==> config.mk <==
export PLATFORM = sky130hd
export DESIGN_NAME = uart_tx_scheduler
export DESIGN_NICKNAME = d
export VERILOG_FILES = /design/src/rtl/uart_pkg.sv /design/src/rtl/uart_rr_arbiter.sv /design/src/rtl/uart_tx_scheduler.sv
export SDC_FILE = /design/constraint.sdc
export NUM_CORES = 1
export LEC_CHECK = 0
export ABC_AREA = 0
export BUFFER_PORTS_ARGS = -buffer_cell sky130_fd_sc_hd__buf_4
export CORE_UTILIZATION = 37
export CTS_BUF_LIST = sky130_fd_sc_hd__clkbuf_8
export CTS_CLUSTER_DIAMETER = 120
export CTS_CLUSTER_SIZE = 14
export DETAILED_ROUTE_END_ITERATION = 8
export SETUP_SLACK_MARGIN = 0.05
export SYNTH_ARGS = -nofsm -noshare
export SYNTH_HDL_FRONTEND = slang
export SYNTH_HIERARCHICAL = 1
export SYNTH_SLANG_ARGS = --single-unit
==> constraint.sdc <==
create_clock -name clk -period 3 [get_ports clk]
set_input_delay 0.3 -clock clk [delete_from_list [all_inputs] [get_ports clk]]
set_output_delay 0.3 -clock clk [all_outputs]
set_load 0.02 [all_outputs]
==> src/rtl/uart_pkg.sv <==
// Shared UART register map and scheduler FSM encoding.
package uart_pkg;
  localparam logic [1:0] ADDR_BAUD    = 2'b00;
  localparam logic [1:0] ADDR_TX_EN   = 2'b01;
  localparam logic [1:0] ADDR_TX_DATA = 2'b10;
  localparam logic [1:0] ADDR_RX_DATA = 2'b11;

  typedef enum logic [2:0] {
    S_CFG,
    S_IDLE,
    S_LOAD,
    S_START,
    S_WAIT,
    S_STOP
  } state_t;
endpackage

==> src/rtl/uart_rr_arbiter.sv <==
// Round-robin pick: first requester found searching upward from last+1, wrapping.
module uart_rr_arbiter #(
  parameter int NUM_REQ = 4
) (
  input  logic [NUM_REQ-1:0]         req,
  input  logic [$clog2(NUM_REQ)-1:0] last,
  output logic [$clog2(NUM_REQ)-1:0] grant,
  output logic                       any
);
  localparam int IW = $clog2(NUM_REQ);

  logic [IW-1:0] idx;

  // Scan from the farthest offset down so the nearest one after 'last' wins.
  always_comb begin
    grant = last;
    idx   = '0;
    for (int k = NUM_REQ; k >= 1; k--) begin
      idx = IW'((int'(last) + k) % NUM_REQ);
      if (req[idx]) grant = idx;
    end
  end

  assign any = |req;
endmodule

==> src/rtl/uart_tx_scheduler.sv <==
// Arbitrates byte requesters onto a register-mapped UART transmitter.
// Optional UART_TX_SCHED_LOCK_EN: keep a requester granted until it flags req_last.
module uart_tx_scheduler
  import uart_pkg::*;
#(
  parameter int NUM_REQ    = 4,
  parameter int FRAME_BITS = 10
) (
  input  logic                       clk,
  input  logic                       rst,
  input  logic [31:0]                baud_div,
  input  logic                       cfg_update,
  input  logic [NUM_REQ-1:0]         req_valid,
  input  logic [NUM_REQ-1:0][7:0]    req_data,
`ifdef UART_TX_SCHED_LOCK_EN
  input  logic [NUM_REQ-1:0]         req_last,
`endif
  output logic [NUM_REQ-1:0]         req_ready,
  output logic [1:0]                 address,
  output logic                       write_enable,
  output logic [31:0]                write_data,
  output logic                       busy,
  output logic [$clog2(NUM_REQ)-1:0] grant_id
);
  localparam int IW = $clog2(NUM_REQ);

  state_t        state, state_n;
  logic          cfg_pend;
  logic [31:0]   baud_q, baud_eff;
  logic [7:0]    byte_q;
  logic [IW-1:0] last_grant, grant_q, arb_grant, take_id;
  logic          arb_any, take, lock_hit;
  logic [35:0]   cnt, wait_len;
  logic          we;
  logic [1:0]    addr_q, addr_c;
  logic [31:0]   wdata_q, wdata_c;

  uart_rr_arbiter #(.NUM_REQ(NUM_REQ)) u_arb (
    .req   (req_valid),
    .last  (last_grant),
    .grant (arb_grant),
    .any   (arb_any)
  );

  // 36-bit product so the largest divisor times the frame length cannot wrap.
  assign baud_eff = (baud_q == 32'd0) ? 32'd1 : baud_q;
  assign wait_len = 36'(FRAME_BITS) * {4'd0, baud_eff};

`ifdef UART_TX_SCHED_LOCK_EN
  logic lock_q;
  assign lock_hit = lock_q & req_valid[grant_q];
`else
  assign lock_hit = 1'b0;
`endif

  always_comb begin
    state_n = state;
    take    = 1'b0;
    take_id = arb_grant;
    we      = 1'b0;
    addr_c  = addr_q;
    wdata_c = wdata_q;
    case (state)
      S_CFG: begin
        we      = 1'b1;
        addr_c  = ADDR_BAUD;
        wdata_c = baud_div;
        state_n = S_IDLE;
      end
      S_IDLE: begin
        if (cfg_pend || cfg_update) begin
          state_n = S_CFG;
        end else if (lock_hit) begin
          take    = 1'b1;
          take_id = grant_q;
          state_n = S_LOAD;
        end else if (arb_any) begin
          take    = 1'b1;
          state_n = S_LOAD;
        end
      end
      S_LOAD: begin
        we      = 1'b1;
        addr_c  = ADDR_TX_DATA;
        wdata_c = {24'd0, byte_q};
        state_n = S_START;
      end
      S_START: begin
        we      = 1'b1;
        addr_c  = ADDR_TX_EN;
        wdata_c = 32'd1;
        state_n = S_WAIT;
      end
      S_WAIT: if (cnt == 36'd1) state_n = S_STOP;
      S_STOP: begin
        we      = 1'b1;
        addr_c  = ADDR_TX_EN;
        wdata_c = 32'd0;
        state_n = S_IDLE;
      end
      default: state_n = S_CFG;
    endcase
  end

  // Reset forces the visible outputs immediately, before the state register catches up.
  assign req_ready    = (take && !rst) ? (NUM_REQ'(1) << take_id) : '0;
  assign write_enable = we & ~rst;
  assign address      = rst ? 2'b00 : addr_c;
  assign write_data   = rst ? 32'd0 : wdata_c;
  assign busy         = rst | (state != S_IDLE);
  assign grant_id     = rst ? '0 : grant_q;

  always_ff @(posedge clk) begin
    if (rst) begin
      state      <= S_CFG;
      cfg_pend   <= 1'b0;
      baud_q     <= 32'd0;
      byte_q     <= 8'd0;
      last_grant <= IW'(NUM_REQ - 1);
      grant_q    <= '0;
      cnt        <= 36'd0;
      addr_q     <= 2'b00;
      wdata_q    <= 32'd0;
`ifdef UART_TX_SCHED_LOCK_EN
      lock_q     <= 1'b0;
`endif
    end else begin
      state    <= state_n;
      cfg_pend <= (state == S_CFG) ? cfg_update : (cfg_pend | cfg_update);
      if (state == S_CFG) baud_q <= baud_div;
      if (we) begin
        addr_q  <= addr_c;
        wdata_q <= wdata_c;
      end
      if (take) begin
        byte_q     <= req_data[take_id];
        grant_q    <= take_id;
        last_grant <= take_id;
`ifdef UART_TX_SCHED_LOCK_EN
        lock_q     <= ~req_last[take_id];
`endif
      end
      if (state == S_START)     cnt <= wait_len;
      else if (state == S_WAIT) cnt <= cnt - 36'd1;
    end
  end
endmodule

==> summary.txt <==
Run status
  • Result of the run: finished with violations
  • Failing checks: setup timing

Cells and area
  • Ratio of cells with drive above 1 in the final layout: approximately a quarter
  • ANT cells: 0
  • FF/Latch Area: ~0.0024 mm2
  • Area used by multi-input combinational logic: about 0.0052 mm2
  • Total number of nets in the final design: 1,276
  • Number of cells in the finished layout apart from fillers: between 1,000 and 1,500
  • Fill cell count: a little over 2,000
  • Most common cell after layout, fill and taps aside: buf_4
  • Top library cells by usage in the layout, fill and taps aside: 196 x buf_4, 169 x nand2_1, 158 x a21oi_1, 108 x dfxtp_1, 56 x ha_1
  • Syn-to-layout area delta: 28.5%
  • Final Util: a little under 50%

Floorplanning
  • Die ar.: roughly 0.022 mm2
  • Floorplan row count: 52
  • Core region area: 0.0204 mm2
  • Die Span Y: about 150 um
  • Chip Width: ~150 um
  • Initial standard-cell utilization of the core: 38.0%
  • I/O pin cnt: approximately 110

Global route
  • First-pass GRT wire length: roughly 36 mm
  • Number of global-route vias before repair: 7,260
  • Maximum number of pins on one net before global-route repair: 76
  • Remaining global-route overflow: 0
  • Total routing usage reported by global routing: between 20% and 30%
  • Number of antenna violations at the first check in global routing: 1

Drt
  • Via-per-instance ratio: between 5 and 6
  • Wire length after detailed routing: ~22 mm
  • Routed wirelength normalized by instance count: around 15 um
  • Total via count in the routed design: 7,809
  • First-pass detailed-route iteration total: 4
  • Iter 0 DRT Violations: 428
  • Antenna-violating nets left: 0
  • DRC viols: 0

Yosys
  • Ys Warns: 6
  • Post-Synthesis Cell Area: between 0.007 and 0.008 mm2
  • Unique masters post-synth: between 60 and 70
  • Leading cell types by total area after synthesis: dfxtp_1 30%, a21oi_1 11%, ha_1 9.3%, nand2_1 8.2%, clkbuf_1 4.1%
  • FF+latch count, synth: 118
  • Synth Net Count: about 1,100
  • Share of the synthesized area in the top cell type: about 30%
  • Share of synthesized registers carrying an async set or reset: 0%
  • Cell type with the highest aggregate area in the netlist: dfxtp_1
  • Count of mapped cells out of synthesis: roughly 1,000
  • Most used flip-flop cell after synthesis: dfxtp_1
  • Mean Syn Cell Area: between 7 and 8 um2
  • Number of enable-type register cells in the synthesized netlist: 0
  • Share of the yosys chip area belonging to registers: approximately 30%

Placed design
  • Number of instances in the placed design: 1,391
  • Port-buffer cells: approximately 110
  • Dpl hpwl: between 15 and 20 mm
  • Routability Congestion: 0.893

Pwr
  • Max VDD drop: between 0.0002 and 0.0003 V
  • PD cells: between 400 and 500 mW/mm2
  • Leakage Power: 4.43 nW
  • Power, Total: ~0.0047 W

Critical path
  • Cell type group with the largest total delay on the critical path: compound AO/OA/AOI/OAI gates
  • Critical-path maximum fanout: 2
  • Type of the worst setup path: reg2reg
  • Reg-to-Reg End: cnt[26]
  • Type of element launching the critical path: flip-flop
  • Arr. time, crit path: approximately 3600 ps
  • Cell depth of the worst flop-to-flop path: 14
  • Worst-path cell chain: nor4_4 -> nand4_1 -> o21bai_2 -> ha_2 -> ha_4 -> fa_2 -> a211oi_2 -> o21bai_1 -> a21oi_2 -> o311ai_2 -> buf_4 -> nand3_4 -> mux2_4 -> a221o_1
  • Worst R2R Start: baud_q[27]
  • Internal reg-to-reg setup slack: -250 ps
  • Delay of the slowest cell on the worst path: about 340 ps
  • Worst path bufs/invs: 1
  • Required time reported for the critical path endpoint: ~3300 ps
  • Crit path max-delay cell type: dfxtp_2
  • Critical path capture point type: flip-flop

Clock network
  • TritonCTS clock tree: built
  • Root Buffer Master: clkbuf_8
  • Clock tree sinks: 118
  • Clock Pin Slew Worst Setup and Hold Paths: 70 ps
  • Clk Latency, worst-skew pair: ~440 ps
  • Num CTS Buffers: 17
  • Bufs on Longest Clock Path: 2
  • Number of H-tree branching levels: 4

STA
  • Minimum clock period after layout: around 3200 ps
  • Final-layout setup total negative slack: -676 ps
  • Final Cycle Share: 108%
  • RSZ-0062 raised after global routing: true
  • Number of max-slew violations in the final report: 0
  • Clock tree skew after final layout: about 13 ps
  • Highest Clock Rate: about 0.31 GHz
  • Transition time at the pin with the least slew margin: 812 ps
  • Min Hold Slack: 98.0 ps
  • Normalized max-slew margin: between 40% and 50%
  • Final setup fails: 8
  • Crit path setup slack, layout: -246 ps
  • Final count of hold timing violations: 0

Min path
  • Hold Path Class: in2reg
  • Min-Delay Path Depth: 3
  • HP Start: cfg_update
  • Endpoint, Worst Hold: cfg_pend

Job
  • Max-cap check violation count: 0
[worst max path at each step]
| stage | depth (start not counted) | to | startpoint | slack (ps) |
|---|---|---|---|---|
| 6_report | 14 | cnt[26] | baud_q[27] | -250 |
| 5_1_grt | 14 | cnt[26] | baud_q[27] | -440 |
| 4_1_cts | 14 | cnt[26] | baud_q[27] | -240 |
| 3_5_place_dp | 14 | cnt[26] | baud_q[24] | -410 |
| 3_3_place_gp | 14 | cnt[26] | baud_q[24] | -290 |
| 2_1_floorplan | 13 | cnt[26] | baud_q[3] | 70 |
[synth_stat cells (all sizes together) (3+ instances only)]
cell / n
nand2: 171
a21oi: 167
dfxtp: 118
clkbuf: 84
ha: 58
nor2: 51
nor3: 27
o21ai: 27
nand3: 26
a21o: 23
nor4: 21
nor2b: 18
a31oi: 16
inv: 16
xor2: 15
o211ai: 11
and3: 10
or3: 10
and2: 9
nand4: 9
o21bai: 9
a221oi: 8
mux2: 8
mux4: 8
or4: 8
a221o: 7
mux2i: 7
o22ai: 7
xnor2: 7
a211o: 6
o21a: 6
buf: 5
o311ai: 5
o31ai: 5
or2: 5
a211oi: 3
nand2b: 3
o221ai: 3
o311a: 3
[area by class of cell]
cell class / count / area share [%]
repair buffers: 198 / 15.1
well taps: 270 / 3.39
flip-flops and latches: 118 / 23.8
multi-input cells: 795 / 52.4
clock inverters: 11 / 1.98
inverters: 16 / 0.602
clock buffers: 20 / 2.76
[cell families after synthesis]
| kind of cell | count (synthesis) | synth area share [%] |
|---|---|---|
| AO/OA/AOI/OAI | 321 | 25.4 |
| buffers and inverters | 105 | 5.17 |
| XOR/XNOR | 22 | 2.48 |
| adder cells (fa/ha/maj) | 59 | 9.60 |
| multiplexers | 23 | 4.38 |
| AND/OR/NAND/NOR | 370 | 22.5 |
| flip-flops | 118 | 30.4 |
[what timing repair did]
| action | 4_1_cts | 5_1_grt |
|---|---|---|
| setup endpoints to repair | 20 | 26 |
| endpoints found under the hold margin | 0 | 0 |
| hold buffers | 0 | 0 |
| pin swaps | 26 | 11 |
| setup buffers | 5 | 1 |
| resized for setup | 41 | 12 |
[report_power, final]
group / leakage (nW) / switching, W / internal [W]
registers: 0.970 / 0.0000615 / 0.00167
logic: 3.23 / 0.000720 / 0.000536
clock network: 0.235 / 0.000675 / 0.00106
total: 4.43 / 0.00146 / 0.00326
[flip-flops by register name, summed over array words and instances (netlist names), 2 cells and up]
name	cells
byte_q	8
wdata_q	32
baud_q	32
state	3
grant_q	2
addr_q	2
last_grant	2
cnt	36
[metrics by stage]
stage,instance area [um2],worst slack [ps]
after floorplan,7770,72.3
after global placement,9240,-291
after detailed placement,9240,-408
after CTS,9900,-241
after global routing,9980,-437
final,9980,-246
[worst reg2reg max path, cell delays in order (launching register included)]
cell      delay, ps
dfxtp_2         340
nor4_4          290
nand4_1         260
o21bai_2        230
ha_2            230
ha_4            150
fa_2            210
a211oi_2         80
o21bai_1        210
a21oi_2         100
o311ai_2        230
buf_4           170
nand3_4          70
mux2_4          320
a221o_1         250
[routing by layer]
layer	wire, um	track usage [%]	up-vias	part of all wire (%)
li1	-	-	3950	-
met1	10200	26.1	3646	47
met2	10400	34.5	186	48
met3	810	3.66	27	3.7
met4	431	6.35	0	2.0
met5	0	0	-	0
Power figures use the tool's default switching activity.
